**config.mk**
```make
export PLATFORM = sky130hd
export DESIGN_NAME = hazard_pattern_decoder
export DESIGN_NICKNAME = d
export VERILOG_FILES = /design/src/rtl/hazard_pattern_decoder.sv
export SDC_FILE = /design/constraint.sdc
export NUM_CORES = 1
export LEC_CHECK = 0
export ABC_CLOCK_PERIOD_IN_PS = 2580
export CORE_MARGIN = 2
export CORE_UTILIZATION = 54
export CTS_CLUSTER_SIZE = 10
export DETAILED_ROUTE_END_ITERATION = 7
export GPL_TIMING_DRIVEN = 0
export HOLD_SLACK_MARGIN = 0.12
export PLACE_DENSITY = 0.86
export SLEW_MARGIN = 15
export SYNTH_ARGS = -nofsm -noshare
export SYNTH_HDL_FRONTEND = slang
export SYNTH_SLANG_ARGS = --single-unit
```
**constraint.sdc**
```tcl
create_clock -name clk -period 2.58 [get_ports clk]
set_clock_uncertainty 0.2 [all_clocks]
set_input_delay 0.258 -clock clk [delete_from_list [all_inputs] [get_ports clk]]
set_output_delay 0.258 -clock clk [all_outputs]
set_load 0.02 [all_outputs]
```
**src/rtl/hazard_pattern_decoder.sv**
```systemverilog
// -----------------------------------------------------------------------------
// hazard_pattern_decoder
//
// Receive side of the flight-line hazard-light link. Samples the 3-bit lamp
// pattern driven by the hazard-light display ({left, centre, right}), recovers
// the wind mode from the sequence of display steps and flags illegal steps.
//
// Wind encoding: 00 calm, 01 right-to-left, 10 left-to-right (11 never driven).
//
// Legal step classes (prev -> cur):
//   calm : 101->010, 010->101
//   R->L : 001->010, 010->100, 100->001
//   L->R : 100->010, 010->001, 001->100
//
// Parameters:
//   LOCK_COUNT  consecutive same-class legal transitions needed to lock
//   TIMEOUT     clk cycles without sample_en before lock is dropped (>=2)
//
// Ports:
//   clk        in   system clock, all logic on posedge
//   reset      in   synchronous, active-low reset
//   sample_en  in   one-cycle strobe: pattern holds a new display step
//   pattern    in   3-bit lamp pattern {left, centre, right}
//   wind       out  decoded wind mode, held across loss of lock
//   valid      out  wind is locked and trustworthy
//   err        out  one-cycle pulse on an illegal transition
//   err_count  out  saturating illegal-transition count
//
// Optional feature macro: HAZARD_DECODE_STATS_EN
//   defined     -> err_count counts err pulses, saturating at 255
//   not defined -> err_count is tied to zero, no counter is built
// -----------------------------------------------------------------------------
module hazard_pattern_decoder #(
  parameter int LOCK_COUNT = 3,
  parameter int TIMEOUT    = 64
) (
  input  logic       clk,
  input  logic       reset,
  input  logic       sample_en,
  input  logic [2:0] pattern,
  output logic [1:0] wind,
  output logic       valid,
  output logic       err,
  output logic [7:0] err_count
);

  localparam int CNT_W = $clog2(LOCK_COUNT + 1);
  localparam int TO_W  = $clog2(TIMEOUT + 1);

  localparam logic [CNT_W-1:0] CNT_MAX = CNT_W'(LOCK_COUNT);
  localparam logic [CNT_W-1:0] CNT_ONE = CNT_W'(1);
  localparam logic [TO_W-1:0]  TO_MAX  = TO_W'(TIMEOUT);
  localparam logic [TO_W-1:0]  TO_ONE  = TO_W'(1);

  localparam logic [1:0] CLS_CALM = 2'b00;
  localparam logic [1:0] CLS_RL   = 2'b01;
  localparam logic [1:0] CLS_LR   = 2'b10;

  typedef enum logic [1:0] {
    IDLE    = 2'd0,
    ACQUIRE = 2'd1,
    LOCKED  = 2'd2
  } state_t;

  // One of the four patterns the display can legally show.
  function automatic logic is_lamp(input logic [2:0] p);
    return (p == 3'b101) || (p == 3'b010) || (p == 3'b100) || (p == 3'b001);
  endfunction

  // Returns {legal, class}. Repeats and any non-lamp step fall to default.
  function automatic logic [2:0] classify(input logic [2:0] a, input logic [2:0] b);
    logic [2:0] res;
    case ({a, b})
      6'b101_010, 6'b010_101:             res = {1'b1, CLS_CALM};
      6'b001_010, 6'b010_100, 6'b100_001: res = {1'b1, CLS_RL};
      6'b100_010, 6'b010_001, 6'b001_100: res = {1'b1, CLS_LR};
      default:                            res = 3'b000;
    endcase
    return res;
  endfunction

  state_t           state, state_n;
  logic [2:0]       prev, prev_n;
  logic [1:0]       cls, cls_n;
  logic [CNT_W-1:0] cnt, cnt_n, cnt_inc;
  logic [TO_W-1:0]  tcnt, tcnt_n;
  logic [1:0]       wind_n;
  logic             valid_n;
  logic             err_n;
  logic [2:0]       tr;
  logic             tr_legal;
  logic [1:0]       tr_cls;

  assign tr       = classify(prev, pattern);
  assign tr_legal = tr[2];
  assign tr_cls   = tr[1:0];
  assign cnt_inc  = (cnt == CNT_MAX) ? cnt : cnt + CNT_ONE;

  // Next-state / output decode
  always_comb begin
    state_n = state;
    prev_n  = prev;
    cls_n   = cls;
    cnt_n   = cnt;
    wind_n  = wind;
    valid_n = valid;
    err_n   = 1'b0;
    tcnt_n  = sample_en ? '0 : ((tcnt == TO_MAX) ? tcnt : tcnt + TO_ONE);

    if (sample_en) begin
      prev_n = pattern;
      case (state)
        IDLE: begin
          if (is_lamp(pattern)) begin
            state_n = ACQUIRE;
            cnt_n   = '0;
          end else begin
            err_n = 1'b1;
          end
        end
        ACQUIRE, LOCKED: begin
          if (tr_legal) begin
            // A run of one class starts at 1 whenever the class changes;
            // after an illegal step cnt is 0 so either branch yields 1.
            if (tr_cls == cls) begin
              cnt_n = cnt_inc;
            end else begin
              cls_n = tr_cls;
              cnt_n = CNT_ONE;
            end
            if ((state == LOCKED) && (tr_cls != cls)) begin
              state_n = ACQUIRE;
              valid_n = 1'b0;
            end else if (cnt_n == CNT_MAX) begin
              state_n = LOCKED;
              wind_n  = cls_n;
              valid_n = 1'b1;
            end
          end else begin
            err_n   = 1'b1;
            cnt_n   = '0;
            valid_n = 1'b0;
            state_n = is_lamp(pattern) ? ACQUIRE : IDLE;
          end
        end
        default: begin
          state_n = IDLE;
          cnt_n   = '0;
          valid_n = 1'b0;
        end
      endcase
    end else if ((tcnt_n == TO_MAX) && (state != IDLE)) begin
      // Display went quiet: drop lock but keep the last wind reading.
      state_n = IDLE;
      valid_n = 1'b0;
      cnt_n   = '0;
    end
  end

  // State and output registers
  always_ff @(posedge clk) begin
    if (!reset) begin
      state <= IDLE;
      prev  <= 3'b000;
      cls   <= CLS_CALM;
      cnt   <= '0;
      tcnt  <= '0;
      wind  <= 2'b00;
      valid <= 1'b0;
      err   <= 1'b0;
    end else begin
      state <= state_n;
      prev  <= prev_n;
      cls   <= cls_n;
      cnt   <= cnt_n;
      tcnt  <= tcnt_n;
      wind  <= wind_n;
      valid <= valid_n;
      err   <= err_n;
    end
  end

`ifdef HAZARD_DECODE_STATS_EN
  // Counts in step with the err register so both update on the same edge.
  always_ff @(posedge clk) begin
    if (!reset) begin
      err_count <= 8'd0;
    end else if (err_n && (err_count != 8'hFF)) begin
      err_count <= err_count + 8'd1;
    end
  end
`else
  assign err_count = 8'd0;
`endif

endmodule

```
==> results by group <==
Route
  • DR vias: 1190
  • Initial drt markers: 27
  • Residual DRC count: 0
  • Vias per inst: ~5.7
  • WL final: 2.915 mm
  • Drt first pass iters: 4
  • Post-detailed-route count of antenna-violating nets: 0
  • Avg WL per Cell: 13.88 µm

STA
  • Slew at the pin closest to its max-slew limit: 0.5458 ns
  • Setup TNS: 0 ns
  • Fmax: 0.4069 GHz
  • Hold Vio Cnt, Final: 0
  • Min Hold Slack: about 0.28 ns
  • Slack of the critical path: 0.1226 ns
  • Final setup violation count: 0
  • Unrepaired setup endpoints after global routing: no
  • Post-layout min period: roughly 2.5 ns
  • Max Transition Viols Final: 0
  • Period utilization: 0.9525
  • Slew HR: 0.6362

Logic synthesis
  • Syn avg cell area: between 8 and 9 µm²
  • Ys flop type: dfxtp_1
  • Number of synthesized flops with an enable pin: 0
  • Post-synthesis sequential area ratio: 0.2855
  • Flops & latches, synth: 20
  • Synthesized area: 1403 µm²
  • Asr flop ratio synth: 0
  • Synth Instances: 160
  • Synth warn: 0
  • Cell variety after synth: 52

Floorplan
  • Core Area: around 2500 µm²
  • Chip height: 54.97 µm
  • Die Wd: 54.97 µm
  • Site Rows: 18
  • I/O pin count: 18
  • Die area: 3021 µm²
  • Starting density of the core: 0.5662

Pwr
  • NetSw: 0.1569 mW
  • Max VDD drop: 0.3440 mV
  • Reg power frac: 0.557
  • Combinational fraction of design power: 0.191
  • Leakage: 0.6920 nW
  • Power Density: 359.5 nW/µm²
  • Clock share of power: 0.251
  • Switching Share: 0.2720
  • Pint: about 0.42 mW

Critical path
  • Worst endpoint required time: between 2 and 3 ns
  • CP Data Arrival Time: 2.47 ns
  • Crit-path max FO: 9
  • R2R Path End: state[1]
  • Setup Crit Path Kind: flop to flop
  • Worst r2r src: prev[1]
  • FF-to-FF setup slack: around 0.12 ns
  • Crit end category: flop
  • Worst Setup Start Kind: flop
  • Cell depth of the worst flop-to-flop path: 7

Placement
  • Detailed placement HPWL: 2.154 mm
  • Dpl cells: 205
  • IO Port Bufs: 8
  • DP Worst Slack: -0.1671 ns
  • Gpl congestion: around 0.76

Clock tree
  • CTS tree: done
  • Clk pin slew, worst setup/hold paths: about 0.1 ns
  • CTS Sinks: 20
  • H-tree depth: 1
  • TritonCTS Buffers: 3
  • CTS Root Cell: clkbuf_4
  • CTS max path bufs: 2
  • Clk_lat worst skew: 0.30 ns
  • Postcts setup bufs: 0

Finish
  • Util after Layout: 0.6475
  • Fill cells: around 210
  • Nets: 193
  • # diodes: 0
  • Share of post-route cells with drive strength above 1: 0.2167
  • Final std cells w/o fill: 210
  • Area Overhead vs Synth: 14.36%

Job
  • Max-cap violations: 0

Global routing
  • GR Overflow Total: 0
  • Initial antenna violation count: 0
  • First-pass GRT wire length: 4.471 mm
  • Vias in the first global route: approximately 1100
  • Largest net degree at the start of global routing: 11
  • GRT Total Usage: 0.2053

Min path
  • Hold Startpoint: state[0]
  • Min-delay worst type: flop to flop
  • Worst hold path endpoint: state[0]
  • Cell count of the worst hold path: 2

Outcome
  • Status: finished clean
## cell usage in the layout (no fill, tap or decap), types with 5 or more instances in the layout
| master | netlist | final |
|---|---|---|
| nor2_1 | 21 | 21 |
| dfxtp_1 | 20 | 20 |
| nand2_1 | 12 | 12 |
| buf_4 | 10 | 9 |
| mux2i_1 | 10 | 9 |
| inv_1 | 8 | 8 |
| conb_1 | 1 | 8 |
| clkdlybuf4s50_1 | 0 | 8 |
| a21oi_1 | 5 | 5 |
| nand3_1 | 5 | 5 |
| ha_1 | 5 | 5 |
## critical path: stages (launching register included)
cell       delay, ns
dfxtp_1         0.54
nand4bb_1       0.20
a211oi_2        0.10
or3_4           0.40
a32oi_4         0.27
mux2i_2         0.29
nand2_1         0.12
a31o_1          0.24
## cell families after synthesis
logic type | synth area share
buffers and inverters | 0.09723
DFF | 0.2855
other | 0.002674
xor gates and xnor gates | 0.03747
muxes | 0.07137
AOI/OAI and AO/OA | 0.1659
and+or+nand+nor | 0.2953
adders and majority gates | 0.04460
## repair_timing
action                                  4_1_cts  5_1_grt
endpoints found under the hold margin         1        0
endpoints found under the setup margin        0        2
gates resized for setup                       0        5
hold buffers                                  1        0
## final cells by class
cell class / instances / area, µm² / share of cell area
clock buffer: 3 / 22.52 / 0.01404
tap: 30 / 37.54 / 0.02340
sequential: 20 / 400.4 / 0.2496
inverter: 8 / 30.03 / 0.01872
buffer: 14 / 110.1 / 0.06864
multi-input combinational: 125 / 905.9 / 0.5647
timing repair buffer: 10 / 97.59 / 0.06084
## power groups by stage
stage	Clock [mW]	Combinational, mW	Sequential, mW
3_5_place_dp	0	0.104	0.328
2_1_floorplan	0	0.0803	0.327
5_1_grt	0.161	0.120	0.322
6_report	0.145	0.110	0.321
4_1_cts	0.148	0.106	0.321
3_3_place_gp	0	0.0999	0.327
## state kept, by name, indices dropped and copies added (netlist names)
register,flops
cls,2
cnt,2
err,1
prev,3
state,2
tcnt,7
valid,1
wind,2
## synth_stat cells, types with 3 or more instances
cell type,count,area share
a21oi_1,5,0.018
inv_1,8,0.021
xor2_1,3,0.019
buf_4,10,0.054
nand2_1,12,0.032
and3_1,3,0.013
a211oi_1,3,0.016
nand3_1,5,0.018
mux2i_1,10,0.071
dfxtp_1,20,0.29
nand2b_1,3,0.013
xnor2_1,3,0.019
nor2_1,21,0.056
ha_1,5,0.045
nand3b_1,3,0.016
nand4bb_1,3,0.024
## per-layer routing
metal  up-vias  share of wire  GRT usage
li1        594              -          -
met1       557           0.42     0.2305
met2        32           0.52     0.3810
met3         7          0.036    0.02419
met4         0          0.019    0.09756
met5         -              0          0
## worst max-delay path by stage
| stage | start | to | slack, ns | cells after the start |
|---|---|---|---|---|
| after floorplan | prev[2] | state[1] | 0.47 | 8 |
| after global placement | pattern[2] | state[1] | -0.10 | 9 |
| after detailed placement | pattern[2] | state[1] | -0.17 | 9 |
| after CTS | pattern[0] | state[1] | 0.09 | 9 |
| after global routing | prev[1] | state[1] | 0.009 | 7 |
| final | prev[1] | state[1] | 0.12 | 7 |
## metrics by stage
| step | area [µm²] | power, mW |
|---|---|---|
| 2_1_floorplan | 1429 | 0.4078 |
| 3_3_place_gp | 1546 | 0.4271 |
| 3_5_place_dp | 1546 | 0.4319 |
| 4_1_cts | 1579 | 0.5749 |
| 5_1_grt | 1604 | 0.6040 |
| 6_report | 1604 | 0.5766 |
Note: power is estimated with default switching activity, not from simulation.
